==> config.mk <==
export PLATFORM = sky130hd
export DESIGN_NAME = adder_share_arbiter
export DESIGN_NICKNAME = d
export VERILOG_FILES = /design/src/rtl/adder_share_arbiter.sv
export SDC_FILE = /design/constraint.sdc
export NUM_CORES = 1
export LEC_CHECK = 0
export BUFFER_PORTS_ARGS = -buffer_cell sky130_fd_sc_hd__buf_4
export CORE_ASPECT_RATIO = 1.1
export CORE_MARGIN = 4
export CORE_UTILIZATION = 51
export DETAILED_ROUTE_END_ITERATION = 10
export PLACE_DENSITY = 0.94
export SLEW_MARGIN = 5
export SYNTH_ARGS = -nofsm -noshare
export SYNTH_HDL_FRONTEND = slang
export SYNTH_SLANG_ARGS = --single-unit
==> constraint.sdc <==
create_clock -name clk -period 11.3 [get_ports clk]
set_input_delay 1.13 -clock clk [delete_from_list [all_inputs] [get_ports clk]]
set_output_delay 1.13 -clock clk [all_outputs]
set_load 0.05 [all_outputs]
==> src/rtl/adder_share_arbiter.sv <==
// Round-robin arbiter sharing one pipelined W-bit adder between NUM_REQ requesters.
// Results return tagged with the requester index on that requester's response channel.
module adder_share_arbiter #(
  parameter int unsigned NUM_REQ     = 4,
  parameter int unsigned DATA_WIDTH  = 8,
  parameter int unsigned PIPE_STAGES = 2
) (
  input  logic                            clk,
  input  logic                            rst_n,
  input  logic [NUM_REQ-1:0]              req_valid,
  output logic [NUM_REQ-1:0]              req_ready,
  input  logic [NUM_REQ*DATA_WIDTH-1:0]   req_a,
  input  logic [NUM_REQ*DATA_WIDTH-1:0]   req_b,
  output logic [NUM_REQ-1:0]              rsp_valid,
  input  logic [NUM_REQ-1:0]              rsp_ready,
  output logic [DATA_WIDTH-1:0]           rsp_sum,
  output logic                            rsp_carry,
  output logic [$clog2(NUM_REQ)-1:0]      rsp_id,
  output logic                            busy
);

  localparam int unsigned ID_W = $clog2(NUM_REQ);
  localparam int unsigned LAST = PIPE_STAGES - 1;

  typedef struct packed {
    logic                  valid;
    logic [ID_W-1:0]       id;
    logic                  carry;
    logic [DATA_WIDTH-1:0] sum;
  } stage_t;

  stage_t                pipe_q [PIPE_STAGES];
  stage_t                stage0_d;
  logic [ID_W-1:0]       ptr_q;
  logic [ID_W-1:0]       grant;
  logic                  grant_found;
  logic                  advance;
  logic                  transfer;
  logic [DATA_WIDTH-1:0] op_a;
  logic [DATA_WIDTH-1:0] op_b;
  logic [DATA_WIDTH:0]   full_sum;
  int unsigned           search_idx;

  // Global stall: everything holds while the head result waits for its owner.
  assign advance  = !pipe_q[LAST].valid || rsp_ready[pipe_q[LAST].id];
  assign transfer = grant_found && advance;

  // Round-robin search from the pointer with modulo wrap (safe for non-power-of-two NUM_REQ).
  always_comb begin
    grant       = '0;
    grant_found = 1'b0;
    search_idx  = 0;
    for (int unsigned k = 0; k < NUM_REQ; k++) begin
      search_idx = (32'(ptr_q) + k) % NUM_REQ;
      if (!grant_found && req_valid[ID_W'(search_idx)]) begin
        grant       = ID_W'(search_idx);
        grant_found = 1'b1;
      end
    end
  end

  always_comb begin
    req_ready        = '0;
    req_ready[grant] = transfer;
  end

  // Operand mux and the single shared adder feeding stage 0.
  always_comb begin
    op_a = '0;
    op_b = '0;
    for (int unsigned i = 0; i < NUM_REQ; i++) begin
      if (32'(grant) == i) begin
        op_a = req_a[i*DATA_WIDTH +: DATA_WIDTH];
        op_b = req_b[i*DATA_WIDTH +: DATA_WIDTH];
      end
    end
    full_sum = {1'b0, op_a} + {1'b0, op_b};
    stage0_d = '0;
    if (transfer) begin
      stage0_d.valid = 1'b1;
      stage0_d.id    = grant;
      stage0_d.carry = full_sum[DATA_WIDTH];
      stage0_d.sum   = full_sum[DATA_WIDTH-1:0];
    end
  end

  always_ff @(posedge clk or negedge rst_n) begin
    if (!rst_n) begin
      for (int unsigned s = 0; s < PIPE_STAGES; s++) begin
        pipe_q[s] <= '0;
      end
      ptr_q <= '0;
    end else if (advance) begin
      pipe_q[0] <= stage0_d;
      for (int unsigned s = 1; s < PIPE_STAGES; s++) begin
        pipe_q[s] <= pipe_q[s-1];
      end
      if (transfer) begin
        ptr_q <= (32'(grant) == NUM_REQ - 1) ? '0 : grant + 1'b1;
      end
    end
  end

  // Response channel decode from the last stage.
  always_comb begin
    rsp_valid                   = '0;
    rsp_valid[pipe_q[LAST].id]  = pipe_q[LAST].valid;
    busy                        = 1'b0;
    for (int unsigned s = 0; s < PIPE_STAGES; s++) begin
      busy = busy | pipe_q[s].valid;
    end
  end

  assign rsp_sum   = pipe_q[LAST].sum;
  assign rsp_carry = pipe_q[LAST].carry;
  assign rsp_id    = pipe_q[LAST].id;

endmodule

After elaboration in Yosys (flattened, before gate mapping) --
Cells that the tools add are included.
Operators by class: add/subtract/negate cells 5, $mul 0, div/mod/pow operators 0, $lt $le $gt $ge 8, equal/unequal tests 3, shifts and indexed selects 0, mux-type cells 32, bitwise gates (word level) 3, reduce and logical (&&, ||, !) cells 13
Operators by type and width (count):
- $mux 8 | 8
- $lt 2x3->1 const B | 6
- $mux 12 | 1
- $mux 1 | 11
- $bmux 1 s2 | 5
- $mux 2 | 5
- $add 8x8->9 | 1
- $and 4x4->4 | 2
- $logic_and 1x1->1 | 6
- $add 2x1->2 const B | 2
- $add 2x2->2 const B | 2
- $demux 1 s2 | 2
- $eq 2x2->1 const B | 2
- $ge 2x1->1 const B | 2
- $logic_not 1->1 | 4
- $eq 2x1->1 const B | 1
- $logic_not 2->1 | 1
- $reduce_and 2->1 | 1
- $logic_or 1x1->1 | 1
- $or 1x1->1 | 1
Storage, ports and cells: register bits after elaboration 26, bits in latches 0, memory bits (writable) 0, memory bits (read-only) 0, input bits 74, output and inout bits 20, logic and storage cells 73, memories 0

Depth between registers and ports, before layout --
Gate-level depths: netlist of run 1.
depth in word-level cells 19, gate-level depth with buffers 21, depth with buffers taken out 19

Worst setup path before layout of run 1 --
Ideal clock, no wire load.
path kind input-to-reg, start point input port req_valid[0], end point register pipe_q[18] (netlist bit), library setup time 0.122 ns, arrival 4.257 ns, path slack 6.922 ns, stages on the path 21, path buffers 2, path through nor2b_1 > a21oi_1 > nor2_1 > a221oi_1 > nand2_1 > ha_1 > buf_2 > nor2b_1 > clkbuf_1 > a22oi_1 > nor2_1 > a21oi_1 > o21ai_0 > ha_1 > inv_1 > fa_1 > nor2b_1 > o31ai_1 > a21oi_1 > or2_2 > a32o_1
Between the ends: word-level cells in the longest chain between the ends 19
RTL lines:
- start: declaration | RTL line 10 | input logic [NUM_REQ-1:0] req_valid,
- $bmux 1 s2 | RTL line 55 | if (!grant_found && req_valid[ID_W'(search_idx)]) begin
- $mux 1 (implied by the code) | RTL line 55
- $mux 1 | RTL line 55
- $logic_not 1->1 | RTL line 55
- $logic_and 1x1->1 | RTL line 55
- $mux 1 | RTL line 55
- $logic_not 1->1 | RTL line 55
- $logic_and 1x1->1 | RTL line 55
- $mux 1 | RTL line 55
- $logic_not 1->1 | RTL line 55
- $logic_and 1x1->1 | RTL line 55
- $mux 2 | RTL line 55
- $logic_not 2->1 | RTL line 72 | if (32'(grant) == i) begin
- $mux 8 (4 in a row) | RTL line 72
- $add 8x8->9 | RTL line 77 | full_sum = {1'b0, op_a} + {1'b0, op_b};
- $mux 12 (*) | RTL line 79 | if (transfer) begin
- end signal: indexed assignment | RTL line 96 | pipe_q[s] <= pipe_q[s-1];
- end: declaration | RTL line 32 | stage_t pipe_q [PIPE_STAGES];
Every way passes the cells marked *; elsewhere a longest branch is shown, timed or not. The select of a mux whose other input is x is not followed. A chain may end at the register's enable or synchronous reset.

Worst setup path after layout of run 1 --
Same ends and word-level chain as after synthesis.

==> results.toml, run 1 <==
[timing]
tns_ns = 0
final-setup-viol-count = 0
fin_crit_ns = 5.11
max_slew_margin_pct = 34.7
period_share_pct = 45.2
drv_slew = 0
fmaxAchievable_mhz = 196
rsz0062_at_grt = "false"
skew_ns = 0.00314
hold_viol_final = 0
whs_ns = 0.484
layout_setup_ws_ns = 6.19
timing_worst_slew_pin_value_ns = 0.980

[routing]
wirelength_um = 5290
routed_via_density = 5.42
drt_iter0_markers = 114
wire_per_inst_um = 13.9
wl_met3_um = 454
met2_length_um = 2580
vias = 2058
drc = 0
ant_nets = 0
top_layer = "met4"
first_pass_iters = 4
m1WireLength_um = 2170

[clock_network]
clk_pin_slew_ns = 0.08
cts-root-buf = "clkbuf_8"
clkLatencyLatePin_ns = 0.27
cts.sinks = 26
cts_buffers = 3
cts_resized = 0
clock_path_buffers = 2
tritoncts = "yes"
htree_levels = 1
ctsHoldBuffers = 0
post_cts_buffers = 0

[placed_design]
place_inst = 376
place.gp.congestion = 0.847
dpl-instance-area_um2 = 2700
hpwl_um = 4290
io_buffers = 93
pre_cts_slack_ns = 5.97

[layout]
final_core_util_pct = 70.0
n_fill_cell = 319
instances_no_fill = 380
antenna_cells = 0
area.growth.synth_to_final_pct = 32.6
fin_nets = 416
drive_gt1_share_pct = 34.8
post-route-cell-area_um2 = 2750

[pwr]
power.total_mw = 0.912
p_leak_nw = 1.33
p_per_area_nw_per_um2 = 331
peakVddDrop_uv = 130

[critical_path]
cp-end-kind = "register"
required_ns = 11.46
crit_path_start_kind = "input pin"
crit_type = "input pin to register"
arrival_ns = 5.27
cp_max_fo = 26

[run_status]
status = "completed"

[synth]
async_flop_share_pct = 100
syn_inst = 255
yosysWarnings = 0
ys_seq_area_share_pct = 31.3
synth_top_area_share_pct = 31.3
synth_common_cells = "40 x nand2_1, 28 x a21oi_1, 26 x dfrtp_1"
synth_area_per_cell_um2 = 8.15
synth_most_common_cell = "nand2_1"
synth_top_area_cell = "dfrtp_1"
synthFlopType = "dfrtp_1"
syn_nets = 342
ys_types = 36
synth_edf_count = 0
yosys-top-cells-area = "dfrtp_1 31%, ha_1 7.2%, nand2_1 7.2%, a21oi_1 6.7%, o21ai_0 6.0%"
synthesis.area_um2 = 2080
ys_seq_elements = 26

[global_routing]
grt_pass1_vias = 1954
grt_max_degree = 35
grt_pass1_wl_um = 8450
antenna_found_initial = 0
grt_overflow_total = 0
grt_use_total_pct = 21.4

[floorplan]
fp.dieH_um = 74.9
core_area_um2 = 3930
rows = 24
io_pins = 94
die_area_um2 = 5160
die_w_um = 68.8
initial_utilization_pct = 52.8

[flow_run]
max_cap_violations = 0

[hold_path]
hold_path_class = "register to register"
==> cell usage in the layout, fill, tap and decap left out, drive strengths merged, types with 5 or more instances in the layout <==
cell	instances
buf	93
and2	5
nand3b	8
mux2	12
a21oi	28
ha	12
dfrtp	26
nor2	18
a22oi	6
nor2b	5
nand2	40
inv	8
o21ai	25
==> registers in the layout, indices dropped and copies added, names as in the netlist <==
| register | count |
|---|---|
| rsp_carry | 1 |
| pipe_q | 13 |
| ptr_q | 2 |
| rsp_id | 2 |
| rsp_sum | 8 |
==> final timing paths <==
path	from	endpoint	slack, ns	cells past startpoint
max	req_valid[0]	pipe_q[18]	6.19	20
max reg2reg	ptr_q[0]	pipe_q[18]	6.80	19
max in group asynchronous	rst_n	rsp_sum[3]	10.31	1
min reg2reg	pipe_q[15]	pipe_q[15]	0.48	2
min	pipe_q[15]	pipe_q[15]	0.48	2
min in group asynchronous	rst_n	rsp_sum[1]	0.75	1
==> per-layer routing <==
metal  vias up  track usage (%)
met5         -                0
met4         0             6.49
met3        10             3.58
met2        86             37.9
met1       927             26.4
li1       1035                -
==> power by group <==
| part | switching [mW] | internal [mW] | total, mW |
|---|---|---|---|
| registers | 0.0289 | 0.141 | 0.170 |
| clock network | 0.0272 | 0.0311 | 0.0584 |
| logic | 0.412 | 0.272 | 0.684 |
==> cell families (layout without fill, tap and decap cells) <==
kind of cell	Yosys count	after routing	share of synthesized area, %
AO/OA/AOI/OAI	81	81	24.2
AND/OR/NAND/NOR	87	87	19.5
buffers and inverters	32	105	8.25
XOR/XNOR	4	4	1.69
adder cells (fa/ha/maj)	13	13	8.19
multiplexers	12	12	6.87
flip-flops	26	26	31.3
==> worst max-delay path, cell delays in order <==
cell and delay, ns:
buf_4 0.12, nor2b_1 0.14, a21oi_1 0.12, nor2_1 0.05
a221oi_1 0.39, and2_1 0.23, ha_1 0.65, nor2b_1 0.30
a22oi_1 0.25, nor2_1 0.07, a21oi_1 0.15, o21ai_0 0.10
ha_1 0.28, inv_1 0.08, fa_1 0.22, nor2b_1 0.07
o31ai_1 0.25, a21oi_1 0.13, or2_2 0.29, a32o_1 0.25
==> final cells by class <==
class / count / area, um^2 / area share (%)
timing repair buffer: 93 / 698 / 25.4
sequential: 26 / 651 / 23.6
inverter: 8 / 30.0 / 1.09
multi-input combinational: 197 / 1250 / 45.6
clock buffer: 4 / 55.1 / 2.00
tap: 52 / 65.1 / 2.36
Power figures use the tool's default switching activity.
==> run 2: changes to the inputs <==
ABC_AREA = 1   (was not set)
CORE_UTILIZATION = 44   (was 51)
PLACE_DENSITY = 0.85   (was 0.94)
clock period = 4.35 ns   (was 11.3 ns; I/O delays follow)
==> run 2 against run 1 <==
Against the previous run: flip-flop and latch count is the same; sequential share of layout area shrank 2.1 points; critical path type is now register to register; first-iteration DRC count grew 33%; wire length grew 15%; largest cell class unchanged; die area grew 26%.
==> results.toml, run 2 <==
[synth]
synth_top_area_cell = "dfrtp_1"
synth_top_area_share_pct = 28.0
syn_inst = 353
synthesis.area_um2 = 2320
synth_edf_count = 0
yosys-top-cells-area = "dfrtp_1 28%, nand2_1 15%, a21oi_1 7.3%, nand3_1 7.3%, ha_1 6.5%"
synth_common_cells = "92 x nand2_1, 34 x a21oi_1, 34 x inv_1, 34 x nand3_1"
ys_types = 33
yosysWarnings = 0
synthFlopType = "dfrtp_1"
ys_seq_area_share_pct = 28.0
syn_nets = 440
async_flop_share_pct = 100
ys_seq_elements = 26
synth_most_common_cell = "nand2_1"
synth_area_per_cell_um2 = 6.59

[layout]
largest_register = "pipe_q"
final_common_cell = "buf_4"
area.growth.synth_to_final_pct = 30.1
antenna_cells = 0
n_fill_cell = 492
most-common-layout-cells = "96 x buf_4, 92 x nand2_1, 34 x inv_1, 34 x a21oi_1, 34 x nand3_1"
largest_register_ffs = 13
fin_nets = 516
drive_gt1_share_pct = 29.0

[timing]
fin_crit_ns = 3.85
max_slew_margin_pct = 59.6
rsz0062_at_grt = "false"
timing_worst_slew_pin_value_ns = 0.606
drv_slew = 0
final-setup-viol-count = 0
hold_viol_final = 0
skew_ns = 0.00506
layout_setup_ws_ns = 0.503
fmaxAchievable_mhz = 260
period_share_pct = 88.4
tns_ns = 0

[clock_network]
cts.sinks = 26
clk_pin_slew_ns = 0.09
cts-root-buf = "clkbuf_8"
htree_levels = 1
cts_buffers = 3
post_cts_buffers = 0
clock_path_buffers = 2
clkLatencyLatePin_ns = 0.27
tritoncts = "yes"

[critical_path]
arrival_ns = 4.00
cp_slowest_cell = "dfrtp_2"
crit_path_start_kind = "register"
crit_type = "register to register"
reg2reg_slack_ns = 0.50
required_ns = 4.50
cp_max_fo = 19
path_cells = "inv_2 > nand2_1 > nand3_1 > nand2_2 > nor2_4 > nand3_2 > nand3_1 > inv_1 > ha_1 > buf_4 > clkinvlp_4 > nand3_1 > nand2_1 > o21ai_0 > a21oi_1 > ha_1 > inv_1 > fa_1 > inv_1 > nand4_1 > nand3_1 > nand2_1 > nand2_1 > o22ai_2"
critPathMaxStageDelay_ns = 0.50
cp-end-kind = "register"

[routing]
routed_via_density = 5.19
drc = 0
drt_iter0_markers = 152
wire_per_inst_um = 12.5
wirelength_um = 6090
vias = 2521
ant_nets = 0
first_pass_iters = 4

[floorplan]
rows = 27
io_pins = 94
core_area_um2 = 5070
fp.dieH_um = 84.2
die_w_um = 77.3
initial_utilization_pct = 45.9
die_area_um2 = 6510

[placed_design]
hpwl_um = 4910
io_buffers = 93
pre_cts_slack_ns = 0.420
place.gp.congestion = 0.913

[global_routing]
grt_pass1_vias = 2481
grt_max_degree = 29
antenna_found_initial = 0
grt_use_total_pct = 18.9
grt_pass1_wl_um = 10500
grt_overflow_total = 0

[hold_path]
hold_path_class = "input pin to asynchronous set/reset pin"

[run_status]
status = "completed"

[flow_run]
max_cap_violations = 0
## run 2: final timing paths
kind                             from          to  cells past startpoint
min in group clk           pipe_q[20]   rsp_carry                      2
hold / removal                  rst_n  rsp_sum[2]                      1
max in group asynchronous       rst_n    ptr_q[0]                      1
hold reg to reg            pipe_q[20]   rsp_carry                      2
setup reg to reg             ptr_q[0]  pipe_q[18]                     24
setup / recovery             ptr_q[0]  pipe_q[18]                     24
## run 2: cells by family after synthesis
group	count (synthesis)	synth area share, %
adder cells (fa/ha/maj)	13	7.32
AO/OA/AOI/OAI	76	18.8
flip-flops	26	28.0
buffers and inverters	66	13.2
AND/OR/NAND/NOR	169	31.5
XOR/XNOR	3	1.13
## run 2: cell type report
class / instances / area, um^2 / share of cell area, %
tap: 58 / 72.6 / 2.40
sequential: 26 / 652 / 21.6
clock buffer: 4 / 55.1 / 1.82
multi-input combinational: 261 / 1370 / 45.2
inverter: 41 / 158 / 5.21
timing repair buffer: 96 / 721 / 23.8
## run 2: timing repair
action / CTS / global route
hold buffers: 0 / 0
gates resized for setup: 0 / 2
hold endpoints to repair: 0 / 0
endpoints found under the setup margin: 0 / 5
## run 2: stage by stage
step	hold slack, ns	util (%)	cells	instance area [um^2]
after floorplan	0.139	-	353	2320
after global placement	0.352	58.5	482	2960
after detailed placement	0.359	58.5	482	2960
after CTS	0.0595	59.6	486	3020
after global routing	0.0619	59.7	486	3020
final	0.0503	59.7	486	3020
## run 2: per-layer routing
metal  track usage (%)  part of all wire (%)  up-vias
met5                 0                     0        -
met4              7.28                   2.4        0
met3              3.11                   8.9       14
met2              32.9                    48      125
met1              23.1                    41     1089
li1                  -                     -     1293
## run 2: worst max-delay path, delay by kind of cell, from the launching register on
kind	cells	cell delay, ns
and+or+nand+nor	12	1.34
buffers and inverters	6	0.81
adders and majority gates	3	0.76
DFF	1	0.50
AOI/OAI and AO/OA	3	0.32
Power of run 2 is left out: the tool's default activity adds up to more than one toggle a clock period on the data nets, which glitch-free logic cannot reach.
